File: config.mk
export PLATFORM = sky130hd
export DESIGN_NAME = uart_boot_loader
export DESIGN_NICKNAME = d
export VERILOG_FILES = /design/src/rtl/uart_boot_loader.sv
export SDC_FILE = /design/constraint.sdc
export NUM_CORES = 1
export LEC_CHECK = 0
export CORE_ASPECT_RATIO = 0.8
export CORE_MARGIN = 1
export CORE_UTILIZATION = 45
export CTS_CLUSTER_DIAMETER = 120
export DETAILED_ROUTE_END_ITERATION = 8
export PLACE_DENSITY = 0.67
export SLEW_MARGIN = 20
export SYNTH_ARGS = -nofsm -noshare
export SYNTH_HDL_FRONTEND = slang
export SYNTH_SLANG_ARGS = --single-unit
export TNS_END_PERCENT = 30
File: constraint.sdc
create_clock -name clk_sys_i -period 5.6 [get_ports clk_sys_i]
set_clock_uncertainty 0.2 [all_clocks]
set_input_delay 1.4 -clock clk_sys_i [delete_from_list [all_inputs] [get_ports clk_sys_i]]
set_output_delay 1.4 -clock clk_sys_i [all_outputs]
set_load 0.05 [all_outputs]
File: src/rtl/uart_boot_loader.sv
// uart_boot_loader: receives a UART program image, writes it to RAM, releases core reset on a good checksum
module uart_boot_loader #(
  parameter int unsigned ClockFrequency = 50_000_000,
  parameter int unsigned BaudRate       = 115_200,
  parameter logic [31:0] BaseAddr       = 32'h0010_0000,
  parameter int unsigned MaxWords       = 16384
) (
  input  logic        clk_sys_i,
  input  logic        rst_sys_i,
  input  logic        uart_rx_i,
  output logic        mem_req_o,
  input  logic        mem_gnt_i,
  output logic        mem_we_o,
  output logic [31:0] mem_addr_o,
  output logic [31:0] mem_wdata_o,
  output logic [3:0]  mem_be_o,
  output logic        core_rst_no,
  output logic        busy_o,
  output logic        load_done_o,
  output logic        load_err_o
);
  localparam int unsigned ClksPerBit = ClockFrequency / BaudRate;
  localparam int unsigned CntW = $clog2(ClksPerBit + 1);
  localparam logic [CntW-1:0] CntFull = CntW'(ClksPerBit - 1);
  localparam logic [CntW-1:0] CntHalf = CntW'(ClksPerBit / 2 - 1);
  typedef enum logic [1:0] {RX_IDLE, RX_START, RX_DATA, RX_STOP} rx_state_e;
  typedef enum logic [2:0] {IDLE, LEN_HI, LEN_LO, DATA, CHECK, DONE, ERROR} state_e;
  rx_state_e rx_state_q;
  logic rx_meta_q, rx_sync_q, rx_prev_q, rx_valid_q, rx_ferr_q;
  logic [CntW-1:0] rx_cnt_q;
  logic [2:0] rx_bit_q;
  logic [7:0] rx_shift_q;
  state_e state_q;
  logic [7:0] len_hi_q, csum_q;
  logic [15:0] len_q, idx_q, len_d;
  logic [1:0] bcnt_q;
  logic [23:0] asm_q;
  logic [31:0] addr_q, wdata_q, word_d;
  logic req_q, ok_q, done_q, err_q, granted;
  assign len_d = {len_hi_q, rx_shift_q};
  assign word_d = {rx_shift_q, asm_q};
  assign granted = req_q & mem_gnt_i;
  assign mem_req_o = req_q;
  assign mem_we_o = req_q;
  assign mem_be_o = {4{req_q}};
  assign mem_addr_o = addr_q;
  assign mem_wdata_o = wdata_q;
  assign core_rst_no = done_q;
  assign load_done_o = done_q;
  assign load_err_o = err_q;
  assign busy_o = state_q inside {LEN_HI, LEN_LO, DATA, CHECK};
  always_ff @(posedge clk_sys_i) begin
    if (rst_sys_i) begin
      rx_meta_q <= 1'b1;
      rx_sync_q <= 1'b1;
      rx_prev_q <= 1'b1;
      rx_state_q <= RX_IDLE;
      rx_cnt_q <= '0;
      rx_bit_q <= '0;
      rx_shift_q <= '0;
      rx_valid_q <= 1'b0;
      rx_ferr_q <= 1'b0;
    end else begin
      rx_meta_q <= uart_rx_i;
      rx_sync_q <= rx_meta_q;
      rx_prev_q <= rx_sync_q;
      rx_valid_q <= 1'b0;
      rx_ferr_q <= 1'b0;
      rx_cnt_q <= rx_cnt_q + CntW'(1);
      case (rx_state_q)
        RX_IDLE: if (rx_prev_q && !rx_sync_q) begin
          rx_cnt_q <= '0;
          rx_state_q <= RX_START;
        end
        // a line that is high again at mid-start-bit was only a glitch
        RX_START: if (rx_cnt_q == CntHalf) begin
          rx_cnt_q <= '0;
          rx_bit_q <= '0;
          rx_state_q <= rx_sync_q ? RX_IDLE : RX_DATA;
        end
        RX_DATA: if (rx_cnt_q == CntFull) begin
          rx_cnt_q <= '0;
          rx_shift_q <= {rx_sync_q, rx_shift_q[7:1]};
          rx_bit_q <= rx_bit_q + 3'd1;
          if (rx_bit_q == 3'd7) rx_state_q <= RX_STOP;
        end
        default: if (rx_cnt_q == CntFull) begin
          rx_valid_q <= rx_sync_q;
          rx_ferr_q <= !rx_sync_q;
          rx_state_q <= RX_IDLE;
        end
      endcase
    end
  end
  always_ff @(posedge clk_sys_i) begin
    if (rst_sys_i) begin
      state_q <= IDLE;
      len_hi_q <= '0;
      len_q <= '0;
      idx_q <= '0;
      bcnt_q <= '0;
      asm_q <= '0;
      csum_q <= '0;
      addr_q <= '0;
      wdata_q <= '0;
      req_q <= 1'b0;
      ok_q <= 1'b0;
      done_q <= 1'b0;
      err_q <= 1'b0;
    end else begin
      if (granted) req_q <= 1'b0;
      if (rx_ferr_q && state_q != DONE && state_q != ERROR) begin
        state_q <= ERROR;
        err_q <= 1'b1;
        req_q <= 1'b0;
      end else case (state_q)
        IDLE: if (rx_valid_q && rx_shift_q == 8'hA5) state_q <= LEN_HI;
        LEN_HI: if (rx_valid_q) begin
          len_hi_q <= rx_shift_q;
          state_q <= LEN_LO;
        end
        LEN_LO: if (rx_valid_q) begin
          len_q <= len_d;
          idx_q <= '0;
          bcnt_q <= '0;
          csum_q <= '0;
          ok_q <= 1'b0;
          err_q <= 32'(len_d) > MaxWords;
          state_q <= 32'(len_d) > MaxWords ? ERROR : len_d == 16'd0 ? CHECK : DATA;
        end
        DATA: if (rx_valid_q) begin
          csum_q <= csum_q ^ rx_shift_q;
          asm_q <= {rx_shift_q, asm_q[23:8]};
          bcnt_q <= bcnt_q + 2'd1;
          if (bcnt_q == 2'd3) begin
            // a new word while the previous write is still waiting is an overrun
            if (req_q && !mem_gnt_i) begin
              state_q <= ERROR;
              err_q <= 1'b1;
              req_q <= 1'b0;
            end else begin
              req_q <= 1'b1;
              addr_q <= BaseAddr + {14'd0, idx_q, 2'b00};
              wdata_q <= word_d;
              idx_q <= idx_q + 16'd1;
              if (idx_q == len_q - 16'd1) state_q <= CHECK;
            end
          end
        end
        CHECK: if (rx_valid_q) begin
          if (rx_shift_q != csum_q) begin
            state_q <= ERROR;
            err_q <= 1'b1;
            req_q <= 1'b0;
          end else if (!req_q || mem_gnt_i) begin
            state_q <= DONE;
            done_q <= 1'b1;
          end else ok_q <= 1'b1;
        end else if (ok_q && granted) begin
          state_q <= DONE;
          done_q <= 1'b1;
        end
        default: ;
      endcase
    end
  end
endmodule

# Yosys cells after proc, flatten, opt, wreduce, memory -nomap -nowiden
# Index checks and enable logic that the tools add are counted.
# word_totals
regBits	172
out_inout_bits	74
elab_cells	181
# classes
add_sub_neg	6
n_reduce_logical	38
n_eq_ne	44
bitwise_logic	5
n_lt_le_gt_ge	1
n_mux	64
# op_table
cell	n
$mux W16	4
$mux W3	16
$pmux W16 S2	1
$mux W9	3
$pmux W9 S3	1
$ne A2 B2 Y1 const B	13
$add A21 B18 Y22 const A	1
$mux W1	21
$reduce_and A9 Y1	2
$add A16 B1 Y16 const B	1
$eq A16 B16 Y1	1
$gt A16 B15 Y1 const B	1
$logic_not A16 Y1	1
$mux W2	8
$mux W8	2
$pmux W8 S2	1
$sub A16 B1 Y16 const B	1
$ne A3 B2 Y1 const B	5
$pmux W3 S5	1
$reduce_and A5 Y1	3
$ne A3 B1 Y1 const B	4
$reduce_and A3 Y1	4
$reduce_and A6 Y1	2
$add A9 B1 Y9 const B	1
39 further kinds	60

# Longest topological paths before layout
# depth
ltp_word	8
depth_mapped	11
mapped_depth_nobuf	10

# Least setup slack after synthesis
# No wires, ideal clock.
# synth_timing
kind	in2reg
startpoint	input port mem_gnt_i
endpoint	register idx_q[9]
path_buffers	1
t_arrival_ns	2.790
path_stages	9
required_ns	5.272
setup_slack_ns	2.483
cell_sequence	nand2b_1 clkbuf_1 nand2_1 a21oi_1 nand4_1 nor2_1 nand3_1 xor2_1 nor2_1
# synth_via
elab_chain_cells	4
# synth_rtl
element	line_no	source
from (decl)	12	input logic mem_gnt_i,
$logic_not A1 Y1	137	if (req_q && !mem_gnt_i) begin
$logic_and A1 B1 Y1	137	
$ne A2 B2 Y1 (no line)	--	
$reduce_and A6 Y1 (no line)	--	
to (signal assigned)	145	idx_q <= idx_q + 16'd1;
to (decl)	35	logic [15:0] len_q, idx_q, len_d;
# No other way between the ends.
# A chain may end at the register's enable or synchronous reset.

# Worst setup path after layout
# layout_timing
startpoint	input port mem_gnt_i
endpoint	register wdata_q[19], in the netlist mem_wdata_o[19]
# layout_via
elab_chain_cells	4
# layout_rtl
element	line_no	source
$logic_not A1 Y1	137	
$logic_and A1 B1 Y1	137	
$not A1 Y1 (no line)	--	
$reduce_and A5 Y1 (no line)	--	
to (signal assigned)	144	wdata_q <= word_d;
to (decl)	38	logic [31:0] addr_q, wdata_q, word_d;
# No other way between the ends.

==> results.yml <==
clock_tree:
  max-clock-path-buffers: 2
  cts_num_sinks: 157
  cts_tree: "built"
  clkLatencyLatePin_ns: 0.42
  postCtsHoldBufs: 0
  path_clk_slew_ns: 0.06
  cts_resized: 0
  cts_buffers: 17
  htreeDepth: 4
  postCtsSetupBuffers: 0
  root_buffer: "clkbuf_16"
route:
  wl_um: 15800
  ant_nets: 0
  drc_errors: 0
  vias: 5784
  dr.pass1.iters: 5
  wire_per_inst_um: 13.9
  first_iter_violations: 402
  vias_per_cell: 5.10
sta:
  tns_ns: 0
  relSlewSlack_pct: 27.3
  slew_viol_final: 0
  min_period_ns: 3.92
  rsz0062_at_grt: "no"
  hold_viol: 0
  max_freq_ghz: 0.255
  finalSetupViolations: 0
  tightest_slew_ns: 1.09
  fin_crit_sh_pct: 70.0
synthesis:
  yosysMostFrequentCell: "nand2_1"
  synthCells: 894
  async_flop_share_pct: 0
  synth_top_family_by_area: "simple AND/OR/NAND/NOR gates"
  synthFlopType: "dfxtp_1"
  syn_area_um2: 7080
  synthXorXnorAreaFrac_pct: 5.69
  synth_compound_area_share_pct: 13.0
  yosys-top-cells-area: "dfxtp_1 (44%), nand2_1 (9.5%), a21oi_1 (7.3%), nor2_1 (5.6%), mux2i_1 (4.4%)"
  synth_seq_area_share_pct: 44.4
  ys_warn_count: 0
  synthSimpleGateAreaFrac_pct: 24.4
  synth_top_area_share_pct: 44.4
  ys_ff_latch: 157
  synth_edf_count: 0
  yosys-top-cells-count: "nand2_1 (179), dfxtp_1 (157), nor2_1 (106)"
  synth_area_leader_cell: "dfxtp_1"
  postSynthAreaPerCell_um2: 7.92
  synth.distinct_cells: 57
  synthMuxAreaShare_pct: 4.70
  synth_fa_ha_area_share_pct: 1.41
floorplanning:
  die_area_um2: 16300
  start_util_pct: 46.6
  io-pin-count: 78
  coreArea_um2: 15200
  die_y_um: 114
  die_x_um: 142
  num_rows: 40
power_and_ir_drop:
  p_leak_nw: 3.04
  p_total_mw: 2.43
  worst_ir_drop_vdd_mv: 0.248
  power.density_nw_per_um2: 295
global_routing:
  grt-ovfl-total: 0
  grt_max_degree: 98
  track_usage_pct: 20.2
  grt_pass1_wl_um: 26000
  grt_pass1_vias: 5140
  antenna_found_initial: 0
setup_path:
  crit_slowest_cell: "nand4_1"
  cp-start-kind: "input port"
  path_cells: "clkdlybuf4s50_1 -> nand2b_1 -> and2_1 -> nand4_1 -> buf_4 -> nand2_1 -> a21oi_1"
  worst_setup_path_end_kind: "flip-flop"
  path_class: "input port to flip-flop"
  cp.buffers_inverters: 2
  critPathRequiredTime_ns: 5.66
  cp.arrival_ns: 3.98
  path_max_fanout: 26
  slowest_delay_ns: 0.80
  path_delay_family: "simple AND/OR/NAND/NOR gates"
min_path:
  hp-class: "flip-flop to flip-flop"
run:
  max-cap-violations: 0
outcome:
  status: "completed"
layout:
  area_growth_pct: 16.6
  fin_util_pct: 54.3
  finalInstanceArea_um2: 8260
  nNetsFinal: 923
  drive_gt1_share_pct: 5.19
  n_antenna_cell: 0
place:
  postPlaceCellArea_um2: 7660
  gp_congestion: 0.891
  dpl.hpwl_um: 10300
  port_buffers: 62
[sequential cells by signal (all words and copies together) (netlist names), 2 cells and up]
| name | count |
|---|---|
| csum_q | 8 |
| rx_cnt_q | 9 |
| len_q | 16 |
| mem_wdata_o | 32 |
| rx_bit_q | 3 |
| rx_shift_q | 8 |
| mem_addr_o | 17 |
| asm_q | 24 |
| len_hi_q | 8 |
| idx_q | 16 |
| rx_state_q | 2 |
| state_q | 3 |
| bcnt_q | 2 |
[path summary, 6_finish.rpt]
path              start              end  slack, ns  cells after the start
max reg2reg  state_q[0]  mem_wdata_o[19]       2.30                      7
min reg2reg   rx_meta_q        rx_sync_q       0.22                      1
max           mem_gnt_i  mem_wdata_o[19]       1.68                      7
min           rx_meta_q        rx_sync_q       0.22                      1
[cells by family (layout without fill, tap and decap cells)]
group | after synthesis | in the layout
compound gates | 166 | 166
buf+inv | 95 | 111
flops | 157 | 157
mux | 33 | 33
xor+xnor | 46 | 46
other cells | 1 | 15
simple gates | 388 | 388
fa+ha+maj | 8 | 8
[report_power, final]
part	switching, mW	internal (mW)
clock	0.451	0.722
combinational	0.0842	0.0358
sequential	0.0163	1.12
[routing by layer]
metal	part of all wire, %	global-route usage, %	wire length (um)	vias to the layer above
met5	0	0	0	-
met4	0.89	5.88	140	0
met2	42	29.2	6600	138
met3	4.9	4.52	770	11
met1	52	29.6	8260	2632
li1	-	-	-	3003
[cell usage in the layout, fill, tap and decap left out, types with 4 or more instances in the layout]
master           Yosys  layout
xor2_1              28      28
and3_1               5       5
dfxtp_1            157     157
ha_1                 8       8
nor4_1               6       6
nor3_1              12      12
o21ai_0             31      31
nor2_1             106     105
nor2b_1             10      10
nand3_1             24      24
or3_1                4       4
inv_1               13      13
or2_2                6       6
clkdlybuf4s50_1      0      61
a22oi_1              6       6
nand2_1            179     179
clkinv_2             0       4
xnor2_1             18      18
conb_1               1      15
nand2b_1             4       4
mux2i_1             31      31
clkbuf_16            0      17
a21oi_1            104     104
nand4_1              8       8
buf_4               21       5
and2_1               5       5
[area by class of cell]
cell class	count	area (um2)
Clock buffer	21	460
Clock inverter	11	141
Fill cell	1451	6960
Inverter	13	48.8
Multi-Input combinational cell	656	3550
Sequential cell	157	3140
Tap cell	210	263
Timing Repair Buffer	66	648
[metrics by stage]
step                      hold slack [ns]  cells  worst slack, ns
after floorplan                     0.189    908             2.48
after CTS                           0.228   1134             1.67
after global placement              0.212   1102             1.40
after detailed placement            0.210   1102             1.24
after global routing                0.232   1134             1.43
final                               0.222   1134             1.68
[worst register-to-register path: cells and delay by family (launching register included)]
kind | cells | cell delay [ns]
flops | 1 | 0.61
simple gates | 5 | 1.70
buf+inv | 1 | 0.56
compound gates | 1 | 0.07
Power figures use the tool's default switching activity.
